===== config.mk =====
export PLATFORM = sky130hd
export DESIGN_NAME = pipeline_hazard_ctrl_flat
export DESIGN_NICKNAME = d
export VERILOG_FILES = /design/src/rtl/pipeline_hazard_ctrl_pkg.sv /design/src/rtl/pipeline_hazard_ctrl_if.sv /design/src/rtl/pipeline_hazard_ctrl_sat_counter.sv /design/src/rtl/pipeline_hazard_ctrl.sv /design/src/flat_wrapper.sv
export SDC_FILE = /design/constraint.sdc
export NUM_CORES = 1
export LEC_CHECK = 0
export ABC_AREA = 1
export CORE_MARGIN = 3
export CORE_UTILIZATION = 25
export CTS_BUF_LIST = sky130_fd_sc_hd__clkbuf_8
export DETAILED_ROUTE_END_ITERATION = 10
export PLACE_DENSITY = 0.48
export SLEW_MARGIN = 0
export SYNTH_ARGS = -nofsm -noshare
export SYNTH_HDL_FRONTEND = slang
export SYNTH_SLANG_ARGS = --single-unit
export TNS_END_PERCENT = 30

===== constraint.sdc =====
create_clock -name clk_i -period 5.3 [get_ports clk_i]
set_input_delay 1.06 -clock clk_i [delete_from_list [all_inputs] [get_ports clk_i]]
set_output_delay 1.06 -clock clk_i [all_outputs]
set_load 0.005 [all_outputs]

===== src/rtl/pipeline_hazard_ctrl_pkg.sv =====
// Shared definitions for the pipeline hazard/sequencing controller.
package pipe_ctrl_pkg;

    localparam int CNT_W_DEF = 16;
    localparam int REG_W_DEF = 5;

    // Register index that never produces a hazard (hard-wired zero).
    localparam int REG_ZERO = 0;

    typedef enum logic {
        ST_RUN      = 1'b0,
        ST_MEM_WAIT = 1'b1
    } state_e;

endpackage


===== src/rtl/pipeline_hazard_ctrl_if.sv =====
// Bundle of pipeline-status inputs and control outputs of the hazard controller.
interface pipeline_hazard_ctrl_if #(
    parameter int REG_W = 5,
    parameter int CNT_W = 16
);
    logic [REG_W-1:0] id_rs_i;
    logic [REG_W-1:0] id_rt_i;
    logic             id_uses_rt_i;
    logic             id_branch_i;
    logic             branch_taken_i;
    logic             ex_mem_read_i;
    logic             ex_reg_write_i;
    logic [REG_W-1:0] ex_rd_i;
    logic             mem_mem_read_i;
    logic [REG_W-1:0] mem_rd_i;
    logic             mem_req_i;
    logic             mem_ready_i;

    logic             pc_write_o;
    logic             if_id_stall_o;
    logic             if_id_flush_o;
    logic             id_ex_bubble_o;
    logic             freeze_o;
    logic [CNT_W-1:0] stall_cnt_o;
    logic [CNT_W-1:0] flush_cnt_o;

    // Pipeline side: drives stage status, consumes controls.
    modport master (
        output id_rs_i, id_rt_i, id_uses_rt_i, id_branch_i, branch_taken_i,
               ex_mem_read_i, ex_reg_write_i, ex_rd_i, mem_mem_read_i, mem_rd_i,
               mem_req_i, mem_ready_i,
        input  pc_write_o, if_id_stall_o, if_id_flush_o, id_ex_bubble_o, freeze_o,
               stall_cnt_o, flush_cnt_o
    );

    // Controller side.
    modport slave (
        input  id_rs_i, id_rt_i, id_uses_rt_i, id_branch_i, branch_taken_i,
               ex_mem_read_i, ex_reg_write_i, ex_rd_i, mem_mem_read_i, mem_rd_i,
               mem_req_i, mem_ready_i,
        output pc_write_o, if_id_stall_o, if_id_flush_o, id_ex_bubble_o, freeze_o,
               stall_cnt_o, flush_cnt_o
    );
endinterface


===== src/rtl/pipeline_hazard_ctrl_sat_counter.sv =====
// Saturating up-counter with enable; holds at all-ones instead of wrapping.
module sat_counter #(
    parameter int CNT_W = 16
) (
    input  logic             clk_i,
    input  logic             rst_i,
    input  logic             en_i,
    output logic [CNT_W-1:0] cnt_o
);
    logic [CNT_W-1:0] cnt_q;
    logic [CNT_W-1:0] cnt_d;

    // Increment when enabled unless already saturated.
    always_comb begin
        cnt_d = cnt_q;
        if (en_i && (cnt_q != {CNT_W{1'b1}})) begin
            cnt_d = cnt_q + 1'b1;
        end
    end

    // Counter register, cleared asynchronously.
    always_ff @(posedge clk_i or posedge rst_i) begin
        if (rst_i) begin
            cnt_q <= '0;
        end else begin
            cnt_q <= cnt_d;
        end
    end

    assign cnt_o = cnt_q;
endmodule


===== src/rtl/pipeline_hazard_ctrl.sv =====
// Hazard and sequencing controller for the 5-stage pipeline: load-use and
// branch-operand stalls, taken-branch flush, data-memory wait freeze, and
// saturating stall/flush performance counters.
//
// state       | meaning
// ------------+-----------------------------------------------------------
// ST_RUN      | normal issue; hazard/branch rules apply
// ST_MEM_WAIT | data-memory access outstanding; whole pipeline frozen
module pipeline_hazard_ctrl
    import pipe_ctrl_pkg::*;
#(
    parameter int CNT_W = CNT_W_DEF,
    parameter int REG_W = REG_W_DEF
) (
    input  logic                  clk_i,
    input  logic                  rst_i,
    pipeline_hazard_ctrl_if.slave bus
);
    state_e state_q;
    state_e state_d;

    logic luh;
    logic bh;
    logic hz;

    logic pc_write;
    logic if_id_stall;
    logic if_id_flush;
    logic id_ex_bubble;
    logic freeze;
    logic apply_run;

    logic stall_en;
    logic flush_en;

    // Index zero is hard-wired, so it can never carry a dependency.
    function automatic logic reg_match(input logic [REG_W-1:0] r, input logic [REG_W-1:0] d);
        return (r == d) && (d != REG_W'(REG_ZERO));
    endfunction

    // Source-operand vs. destination hazard detection for the ID instruction.
    always_comb begin
        logic ex_src_match;
        logic mem_src_match;
        ex_src_match  = reg_match(bus.id_rs_i, bus.ex_rd_i) ||
                        (bus.id_uses_rt_i && reg_match(bus.id_rt_i, bus.ex_rd_i));
        mem_src_match = reg_match(bus.id_rs_i, bus.mem_rd_i) ||
                        (bus.id_uses_rt_i && reg_match(bus.id_rt_i, bus.mem_rd_i));
        luh = bus.ex_mem_read_i && ex_src_match;
        // The branch compares in ID, so it also waits on ALU results still in
        // EX and on load data still in MEM.
        bh  = bus.id_branch_i &&
              ((bus.ex_reg_write_i && ex_src_match) ||
               (bus.mem_mem_read_i && mem_src_match));
        hz  = luh || bh;
    end

    // Next state and combinational control outputs.
    always_comb begin
        state_d      = state_q;
        pc_write     = 1'b0;
        if_id_stall  = 1'b0;
        if_id_flush  = 1'b0;
        id_ex_bubble = 1'b0;
        freeze       = 1'b0;
        apply_run    = 1'b0;

        case (state_q)
            ST_RUN: begin
                if (bus.mem_req_i && !bus.mem_ready_i) begin
                    freeze  = 1'b1;
                    state_d = ST_MEM_WAIT;
                end else begin
                    apply_run = 1'b1;
                end
            end
            ST_MEM_WAIT: begin
                if (!bus.mem_ready_i) begin
                    freeze = 1'b1;
                end else begin
                    // Release cycle behaves like a normal RUN cycle.
                    apply_run = 1'b1;
                    state_d   = ST_RUN;
                end
            end
            default: begin
                state_d = ST_RUN;
            end
        endcase

        if (apply_run) begin
            if (hz) begin
                // Branch outcome is ignored; it re-evaluates once operands arrive.
                if_id_stall  = 1'b1;
                id_ex_bubble = 1'b1;
            end else if (bus.id_branch_i && bus.branch_taken_i) begin
                pc_write    = 1'b1;
                if_id_flush = 1'b1;
            end else begin
                pc_write = 1'b1;
            end
        end

        // Reset holds the front end flushed and injects NOPs.
        if (rst_i) begin
            pc_write     = 1'b0;
            if_id_stall  = 1'b0;
            if_id_flush  = 1'b1;
            id_ex_bubble = 1'b1;
            freeze       = 1'b0;
        end
    end

    // State register.
    always_ff @(posedge clk_i or posedge rst_i) begin
        if (rst_i) begin
            state_q <= ST_RUN;
        end else begin
            state_q <= state_d;
        end
    end

    assign bus.pc_write_o     = pc_write;
    assign bus.if_id_stall_o  = if_id_stall;
    assign bus.if_id_flush_o  = if_id_flush;
    assign bus.id_ex_bubble_o = id_ex_bubble;
    assign bus.freeze_o       = freeze;

    assign stall_en = freeze || if_id_stall;
    assign flush_en = if_id_flush && !rst_i;

    sat_counter #(.CNT_W(CNT_W)) u_stall_cnt (
        .clk_i (clk_i),
        .rst_i (rst_i),
        .en_i  (stall_en),
        .cnt_o (bus.stall_cnt_o)
    );

    sat_counter #(.CNT_W(CNT_W)) u_flush_cnt (
        .clk_i (clk_i),
        .rst_i (rst_i),
        .en_i  (flush_en),
        .cnt_o (bus.flush_cnt_o)
    );
endmodule


===== src/flat_wrapper.sv =====
// flat-port wrapper written by rule: the top's interface ports become plain ports
module pipeline_hazard_ctrl_flat import pipe_ctrl_pkg::*;
#(
    parameter int CNT_W = CNT_W_DEF,
    parameter int REG_W = REG_W_DEF
)
  (clk_i, rst_i, bus_id_rs_i, bus_id_rt_i, bus_id_uses_rt_i, bus_id_branch_i, bus_branch_taken_i, bus_ex_mem_read_i, bus_ex_reg_write_i, bus_ex_rd_i, bus_mem_mem_read_i, bus_mem_rd_i, bus_mem_req_i, bus_mem_ready_i, bus_pc_write_o, bus_if_id_stall_o, bus_if_id_flush_o, bus_id_ex_bubble_o, bus_freeze_o, bus_stall_cnt_o, bus_flush_cnt_o);
  pipeline_hazard_ctrl_if #(.REG_W(REG_W), .CNT_W(CNT_W)) bus_i ();
  input  logic clk_i;
  input  logic rst_i;
  input wire logic [$bits(bus_i.id_rs_i)-1:0] bus_id_rs_i;
  input wire logic [$bits(bus_i.id_rt_i)-1:0] bus_id_rt_i;
  input wire logic [$bits(bus_i.id_uses_rt_i)-1:0] bus_id_uses_rt_i;
  input wire logic [$bits(bus_i.id_branch_i)-1:0] bus_id_branch_i;
  input wire logic [$bits(bus_i.branch_taken_i)-1:0] bus_branch_taken_i;
  input wire logic [$bits(bus_i.ex_mem_read_i)-1:0] bus_ex_mem_read_i;
  input wire logic [$bits(bus_i.ex_reg_write_i)-1:0] bus_ex_reg_write_i;
  input wire logic [$bits(bus_i.ex_rd_i)-1:0] bus_ex_rd_i;
  input wire logic [$bits(bus_i.mem_mem_read_i)-1:0] bus_mem_mem_read_i;
  input wire logic [$bits(bus_i.mem_rd_i)-1:0] bus_mem_rd_i;
  input wire logic [$bits(bus_i.mem_req_i)-1:0] bus_mem_req_i;
  input wire logic [$bits(bus_i.mem_ready_i)-1:0] bus_mem_ready_i;
  output wire logic [$bits(bus_i.pc_write_o)-1:0] bus_pc_write_o;
  output wire logic [$bits(bus_i.if_id_stall_o)-1:0] bus_if_id_stall_o;
  output wire logic [$bits(bus_i.if_id_flush_o)-1:0] bus_if_id_flush_o;
  output wire logic [$bits(bus_i.id_ex_bubble_o)-1:0] bus_id_ex_bubble_o;
  output wire logic [$bits(bus_i.freeze_o)-1:0] bus_freeze_o;
  output wire logic [$bits(bus_i.stall_cnt_o)-1:0] bus_stall_cnt_o;
  output wire logic [$bits(bus_i.flush_cnt_o)-1:0] bus_flush_cnt_o;
  assign bus_i.id_rs_i = bus_id_rs_i;
  assign bus_i.id_rt_i = bus_id_rt_i;
  assign bus_i.id_uses_rt_i = bus_id_uses_rt_i;
  assign bus_i.id_branch_i = bus_id_branch_i;
  assign bus_i.branch_taken_i = bus_branch_taken_i;
  assign bus_i.ex_mem_read_i = bus_ex_mem_read_i;
  assign bus_i.ex_reg_write_i = bus_ex_reg_write_i;
  assign bus_i.ex_rd_i = bus_ex_rd_i;
  assign bus_i.mem_mem_read_i = bus_mem_mem_read_i;
  assign bus_i.mem_rd_i = bus_mem_rd_i;
  assign bus_i.mem_req_i = bus_mem_req_i;
  assign bus_i.mem_ready_i = bus_mem_ready_i;
  assign bus_pc_write_o = bus_i.pc_write_o;
  assign bus_if_id_stall_o = bus_i.if_id_stall_o;
  assign bus_if_id_flush_o = bus_i.if_id_flush_o;
  assign bus_id_ex_bubble_o = bus_i.id_ex_bubble_o;
  assign bus_freeze_o = bus_i.freeze_o;
  assign bus_stall_cnt_o = bus_i.stall_cnt_o;
  assign bus_flush_cnt_o = bus_i.flush_cnt_o;
  pipeline_hazard_ctrl #(.CNT_W(CNT_W), .REG_W(REG_W)) u_core (.clk_i(clk_i), .rst_i(rst_i), .bus(bus_i));
endmodule

Word level (Yosys, flattened, before mapping)
Index checks and enable logic that the tools add are counted.

Eq/ne operators: 6. Bitwise gates (word level): 1. Add/sub/neg operators: 2. Multiplexer cells: 18. Reduce and logical (&&, ||, !) cells: 24.

Operator list (number): 16-bit by 1-bit adder with 16-bit output (second input constant) (2); 16-bit != test (second input constant) (2); 5-bit == test (4); 1-bit two-way mux (16); 1-bit logical AND (15); 5-bit nonzero test (2); 1-bit logical OR (5); 1-bit one-hot mux with 2 select lines (2); 1-bit logical NOT (2); 1-bit NOT (1).

Input port bits: 30. Output and inout bits: 37. Bits in registers: 33. Word-level logic and storage cells: 54.

Logic depth before layout (Yosys ltp)
Gate-level depths: netlist of run 1.

Word-level depth: 13. Gate-level depth with buffers: 13.

Modules after synthesis
Synthesis of run 1 repeated with hierarchy kept, for this count alone.

Cell total of the unflattened synthesis: 413. Area total of the unflattened synthesis: 2637.5 um^2.

Modules (own cells, without submodules): sat_counter (sequential area each 400.4 um^2, cells an instance 150, area an instance 1069.8 um^2, instances 2); pipeline_hazard_ctrl (sequential area each 25.0 um^2, cells an instance 113, area an instance 498.0 um^2, instances 1).

Worst setup path before layout of run 1
OpenSTA, ideal clock, no wires.

Kind: in2out. From: in rst_i. To: out bus_if_id_flush_o. Cell stages on the path: 3. Slack: 1587 ps. Arrival time: 2653 ps. Path buffers: 1. Required time: 4240 ps. Path through: clkinv_1 > clkbuf_1 > o21ai_0.

Word-level cells in the longest chain between the ends: 1.

Ends and longest elaborated chain: start: declaration (line flat_wrapper.sv:10) `input logic rst_i;`; 1-bit two-way mux (line pipeline_hazard_ctrl.sv:105) `if (rst_i) begin`; end: declaration (line flat_wrapper.sv:25) `output wire logic [$bits(bus_i.if_id_flush_o)-1:0] bus_if_id_flush_o;`.

No other way between the ends.

Worst setup path in the final report of run 1
From: in bus_ex_rd_i[3]. To: out bus_if_id_flush_o.

Word-level cells in the longest chain between the ends: 11. Elaborated cells between the ends (all ways): 15. Classes of those cells: 2 x eq/ne; 3 x mux; 10 x reduce/logical.

Ends and longest elaborated chain: start: declaration (line flat_wrapper.sv:18) `input wire logic [$bits(bus_i.ex_rd_i)-1:0] bus_ex_rd_i;`; 5-bit == test / 5-bit nonzero test (equally long branches) (line pipeline_hazard_ctrl.sv:38) `return (r == d) && (d != REG_W'(REG_ZERO));`; 1-bit logical AND (line pipeline_hazard_ctrl.sv:38); 1-bit logical AND (line pipeline_hazard_ctrl.sv:46) `(bus.id_uses_rt_i && reg_match(bus.id_rt_i, bus.ex_rd_i));`; 1-bit logical OR * (line pipeline_hazard_ctrl.sv:45) `ex_src_match = reg_match(bus.id_rs_i, bus.ex_rd_i) ||`; 1-bit logical AND (line pipeline_hazard_ctrl.sv:53) `((bus.ex_reg_write_i && ex_src_match) ||`; 1-bit logical OR (line pipeline_hazard_ctrl.sv:53); 1-bit logical AND (line pipeline_hazard_ctrl.sv:52) `bh = bus.id_branch_i &&`; 1-bit logical OR * (line pipeline_hazard_ctrl.sv:55) `hz = luh || bh;`; 1-bit two-way mux * (line pipeline_hazard_ctrl.sv:92) `if (hz) begin`; 1-bit two-way mux * (line pipeline_hazard_ctrl.sv:91) `if (apply_run) begin`; 1-bit two-way mux * (line pipeline_hazard_ctrl.sv:105).

Mark *: on every way between the ends. The rest lies on a longest branch, timed or not.

==> results_dict.tcl, run 1 <==
set metrics [dict create \
    grt_overflow 0 \
    setup_violations 0 \
    rows 35 \
    vias 2435 \
    peakVddDrop_mv 0.0846 \
    synth.distinct_cells 27 \
    ys_ff_latch 33 \
    core_area_um2 9370 \
    finalCritPeriodShare_pct 78.4 \
    critPathMaxStageDelay_ps 550 \
    critPathArrivalTime_ps 3100 \
    maxSlewViolCount 0 \
    crit_family "buffers and inverters" \
    cts_setup_buffers 0 \
    syn_area_um2 2440 \
    p_per_area_nw_per_um2 220 \
    outcome "finished clean" \
    synth_most_common_cell "nand2_1" \
    antenna_found_initial 0 \
    post_cts_resize_count 0 \
    totalWireLength_um 6660 \
    syn2layout_area_growth_pct 35.1 \
    p_leak_uw 0.00153 \
    finalCriticalPeriod_ps 4160 \
    ys_warn_count 0 \
    synth_top_area_share_pct 33.8 \
    grt_pass1_vias 2306 \
    cts_buffers 5 \
    cts.reportedPaths.clkPinSlew_ps 70 \
    yosysTopAreaCell "dfrtp_1" \
    synth-main-ff-cell "dfrtp_1" \
    synthTopCellsByCount "nand2_1 (131), inv_1 (52), dfrtp_1 (33), nor2_1 (32), nand4_1 (26)" \
    synth_edf_count 0 \
    clkSinkCount 33 \
    cts.htree.levels 2 \
    finalPower_uw 726 \
    required_ps 4240 \
    route.detailed.wl_per_inst_um 12.0 \
    critPathKind "input pin to output pin" \
    rsz0062_at_grt "false" \
    finalClockSkew_ps 5.53 \
    clk_latency_ps 280 \
    portBuffers 66 \
    tritoncts "done" \
    ctsHoldBuffers 0 \
    viasPerCell 4.37 \
    start_util_pct 26.1 \
    async_flop_share_pct 100 \
    syn_area_per_cell_um2 6.75 \
    place.gp.congestion 0.902 \
    crit_chain "clkdlybuf4s50_1 > nor3_1 > nand3_1 > o21ai_0 > inv_1 > nand2_1 > nand3_1 > o21ai_0 > clkdlybuf4s50_1" \
    slew_headroom_pct 55.2 \
    min_path_type "register to register" \
    final_hold_viol_count 0 \
    instances_no_fill 557 \
    slowest_stage "clkdlybuf4s50_1" \
    die_w_um 105 \
    grt_pass1_wl_um 11200 \
    drtPass1Iterations 4 \
    drive_above_1_share_pct 5.61 \
    fillers 1057 \
    synth_fp_nets 394 \
    dp_hpwl_um 5160 \
    nNetsFinal 460 \
    grt_max_degree 56 \
    ys_seq_area_share_pct 33.8 \
    fmax_mhz 241 \
    syn_inst 362 \
    drc 0 \
    io_pins 67 \
    postRouteAntennaNets 0 \
    cts-root-buf "clkbuf_8" \
    worst-slew-pin-transition_ps 671 \
    start_kind "input pin" \
    cap_violations 0 \
    path_buf_inv 3 \
    diodes 0 \
    synth_area_leaders "dfrtp_1 (34%), nand2_1 (20%), inv_1 (8.0%)" \
    die_h_um 105 \
    grt.total_usage_pct 12.2 \
    clk_path_buf_depth 2 \
    setup_tns_ps 0 \
    critPathMaxFanout 5 \
    end_kind "output pin" \
    drtIter0Drc 95 \
    placed_cells 550 \
    dieArea_um2 11000 \
]
==> cells by family after synthesis <==
| family | share of synthesized area [%] |
|---|---|
| adders and majority gates | 1.02 |
| and+or+nand+nor | 40.6 |
| buffers and inverters | 10.5 |
| xor gates and xnor gates | 9.68 |
| AOI/OAI and AO/OA | 4.41 |
| DFF | 33.8 |
==> path summary, 6_finish.rpt <==
kind	to	cells past startpoint	slack [ps]	start
max	bus_if_id_flush_o	9	1140	bus_ex_rd_i[3]
min	u_core.u_flush_cnt.cnt_o[15]	2	510	u_core.u_flush_cnt.cnt_o[15]
max reg2reg	u_core.u_flush_cnt.cnt_o[1]	9	2770	u_core.u_flush_cnt.cnt_o[1]
min reg2reg	u_core.u_flush_cnt.cnt_o[15]	2	510	u_core.u_flush_cnt.cnt_o[15]
max in group asynchronous	u_core.u_flush_cnt.cnt_o[4]	3	3440	rst_i
min in group asynchronous	u_core.state_q	3	1430	rst_i
==> power breakdown <==
group          internal, uW  leakage (uW)  switching (uW)
clock network           101     0.0000485            89.7
registers               279      0.000449            35.6
logic                   116       0.00103             104
==> sequential cells by signal (all words and copies together) (netlist names) <==
signal / flops
u_core.u_flush_cnt.cnt_o: 16
u_core.state_q: 1
u_core.u_stall_cnt.cnt_o: 16
==> worst reg2reg max path: stages (launching register included) <==
cell and delay (ps):
dfrtp_1 400, ha_1 200, nand2_1 80, nor2_2 150, nand2_1 120, nor3_4 210, nand3_1 500, nand4_1 620
nand2_1 100, nand2_1 80
==> layer usage <==
metal,global-route usage [%],wire (um)
met5,0,0
met4,1.41,13
met3,2.41,234
met2,20.4,3170
met1,16.7,3240
==> layout by cell type (no fill, tap or decap) <==
master,n
nand2_1,131
clkdlybuf4s50_1,66
inv_1,53
dfrtp_1,33
nor2_1,32
nand4_1,26
nand3_1,14
xor2_1,14
xnor2_1,13
o21ai_0,11
nor3_1,6
o21ai_2,6
clkbuf_8,6
nand3_2,3
nor2_2,2
nor2_4,2
nor4_1,2
ha_1,2
inv_2,1
nor3_4,1
nand3b_1,1
or2_4,1
nand2_2,1
buf_4,1
==> cell type report <==
type | count | area, um2 | area share [%]
Sequential cell | 33 | 826 | 25.0
Inverter | 53 | 199 | 6.03
Tap cell | 129 | 161 | 4.89
Clock buffer | 6 | 82.6 | 2.50
Multi-Input combinational cell | 268 | 1360 | 41.2
Timing Repair Buffer | 67 | 668 | 20.2
Clock inverter | 1 | 3.75 | 0.114
==> stage by stage <==
step | utilization (%) | hold WS, ps | area [um2] | worst slack [ps]
3_5_place_dp | 34.3 | 495 | 3210 | 1110
4_1_cts | 35.2 | 513 | 3300 | 1110
6_report | 35.2 | 507 | 3300 | 1140
3_3_place_gp | 34.3 | 509 | 3210 | 1190
5_1_grt | 35.2 | 578 | 3300 | 999
2_1_floorplan | - | 484 | 2440 | 1590
Note: power is estimated with default switching activity, not from simulation.
==> inputs of run 2 (changes only) <==
clock period = 4 ns   (was 5.3 ns; I/O delays follow)
==> run 2 against run 1 <==
Effect of this change:
- wire length fell by 1.1%
- utilization rose by 0.080 points
- hold slack improved by 21 ps
- register-to-register slack got worse by 1300 ps
==> results_dict.tcl, run 2 (synthesis gave the netlist of run 1 again) <==
set metrics [dict create \
    clk_path_buf_depth 2 \
    finalCriticalPeriod_ps 3640 \
    placed_cells 551 \
    rsz0062_at_grt "false" \
    cap_violations 0 \
    maxSlewViolCount 0 \
    layout_commonest_cell "nand2_1" \
    worst-slew-pin-transition_ps 679 \
    grt_pass1_wl_um 10900 \
    final_hold_viol_count 0 \
    grt_overflow 0 \
    critPathMaxStageDelay_ps 550 \
    vias 2417 \
    postRouteAntennaNets 0 \
    viasPerCell 4.33 \
    fin_ws_ps 359 \
    setup_violations 0 \
    cts.htree.levels 2 \
    clkSinkCount 33 \
    critPathKind "input pin to output pin" \
    drc 0 \
    cts_setup_buffers 0 \
    rr_worst_depth 9 \
    start_util_pct 26.1 \
    mostFrequentLayoutCells "nand2_1 (131), clkdlybuf4s50_1 (66), inv_1 (53), dfrtp_1 (33), nor2_1 (32)" \
    end_kind "output pin" \
    grt.total_usage_pct 11.9 \
    totalWireLength_um 6590 \
    io_pins 67 \
    fmax_mhz 275 \
    setup.worst_path.end "bus_if_id_flush_o" \
    hold-worst-slack_ps 528 \
    setup_tns_ps 0 \
    rows 35 \
    outcome "finished clean" \
    grt_max_degree 56 \
    r2r_setup_slack_ps 1490 \
    nNetsFinal 461 \
    dieArea_um2 11000 \
    critPathMaxFanout 5 \
    diodes 0 \
    instances_no_fill 558 \
    place.gp.congestion 0.906 \
    critPathArrivalTime_ps 2840 \
    tritoncts "done" \
    grt_pass1_vias 2319 \
    post_cts_resize_count 0 \
    slew_headroom_pct 54.7 \
    portBuffers 66 \
    drtIter0Drc 98 \
    cts_buffers 5 \
    drive_above_1_share_pct 5.83 \
    ctsHoldBuffers 0 \
    syn2layout_area_growth_pct 35.5 \
    die_h_um 105 \
    finalCritPeriodShare_pct 91.0 \
    dpl_cell_area_um2 3220 \
    cts.reportedPaths.clkPinSlew_ps 70 \
    antenna_found_initial 0 \
    drtPass1Iterations 4 \
    core_area_um2 9370 \
    min_path_type "register to register" \
    start_kind "input pin" \
    cts-root-buf "clkbuf_8" \
    p_leak_uw 0.00153 \
    design_area_um2 3310 \
    slowest_stage "clkdlybuf4s50_1" \
    rr_endpoint "u_core.u_flush_cnt.cnt_o[7]" \
    clk_latency_ps 280 \
    crit_chain "clkdlybuf4s50_1 > nor3_1 > nand3_1 > o21ai_0 > inv_1 > nand2_1 > nand3_1 > o21ai_0 > clkdlybuf4s50_1" \
    startpoint "bus_ex_rd_i[2]" \
    post-place-ws_ps 366 \
    required_ps 3200 \
    die_w_um 105 \
    finalClockSkew_ps 8.16 \
    peakVddDrop_mv 0.110 \
    dp_hpwl_um 5080 \
    route.detailed.wl_per_inst_um 11.8 \
    p_per_area_nw_per_um2 291 \
    r2r_start "u_core.u_flush_cnt.cnt_o[1]" \
]
[run 2: critical path, delay by kind of cell]
family          cells  cell delay [ps]
simple gates        4              600
compound gates      2              370
buf+inv             3             1060
[run 2: routing by layer]
layer	wire length (um)	global-route usage [%]
met1	3130	15.7
met2	3160	20.2
met3	280	2.84
met4	24	1.97
met5	0	0
[run 2: worst min path at each step]
stage / endpoint / slack (ps) / depth (start not counted) / from
after floorplan: u_core.u_flush_cnt.cnt_o[15] / 480 / 2 / u_core.u_flush_cnt.cnt_o[15]
after global placement: u_core.u_flush_cnt.cnt_o[15] / 510 / 2 / u_core.u_flush_cnt.cnt_o[15]
after detailed placement: u_core.u_flush_cnt.cnt_o[15] / 520 / 2 / u_core.u_flush_cnt.cnt_o[15]
after CTS: u_core.u_flush_cnt.cnt_o[15] / 530 / 2 / u_core.u_flush_cnt.cnt_o[15]
after global routing: u_core.u_flush_cnt.cnt_o[15] / 560 / 2 / u_core.u_flush_cnt.cnt_o[15]
final: u_core.u_flush_cnt.cnt_o[15] / 530 / 2 / u_core.u_flush_cnt.cnt_o[15]
[run 2: power breakdown]
group / switching [uW] / leakage [uW] / internal [uW]
clock network: 117 / 0.0000485 / 134
logic: 139 / 0.00104 / 155
registers: 47.9 / 0.000449 / 370
total: 304 / 0.00153 / 659
[run 2: layout make-up]
cell class              count  area [um2]
clock buffers               6        82.6
multi-input cells         268        1360
flip-flops and latches     33         826
inverters                  53         199
fillers                  1019        6060
repair buffers             68         676
clock inverters             1        3.75
well taps                 129         161
[run 2: per-stage QoR]
step | util, % | total power (uW)
4_1_cts | 35.3 | 984
5_1_grt | 35.3 | 1040
3_3_place_gp | 34.4 | 713
2_1_floorplan | - | 573
3_5_place_dp | 34.4 | 722
6_report | 35.3 | 963
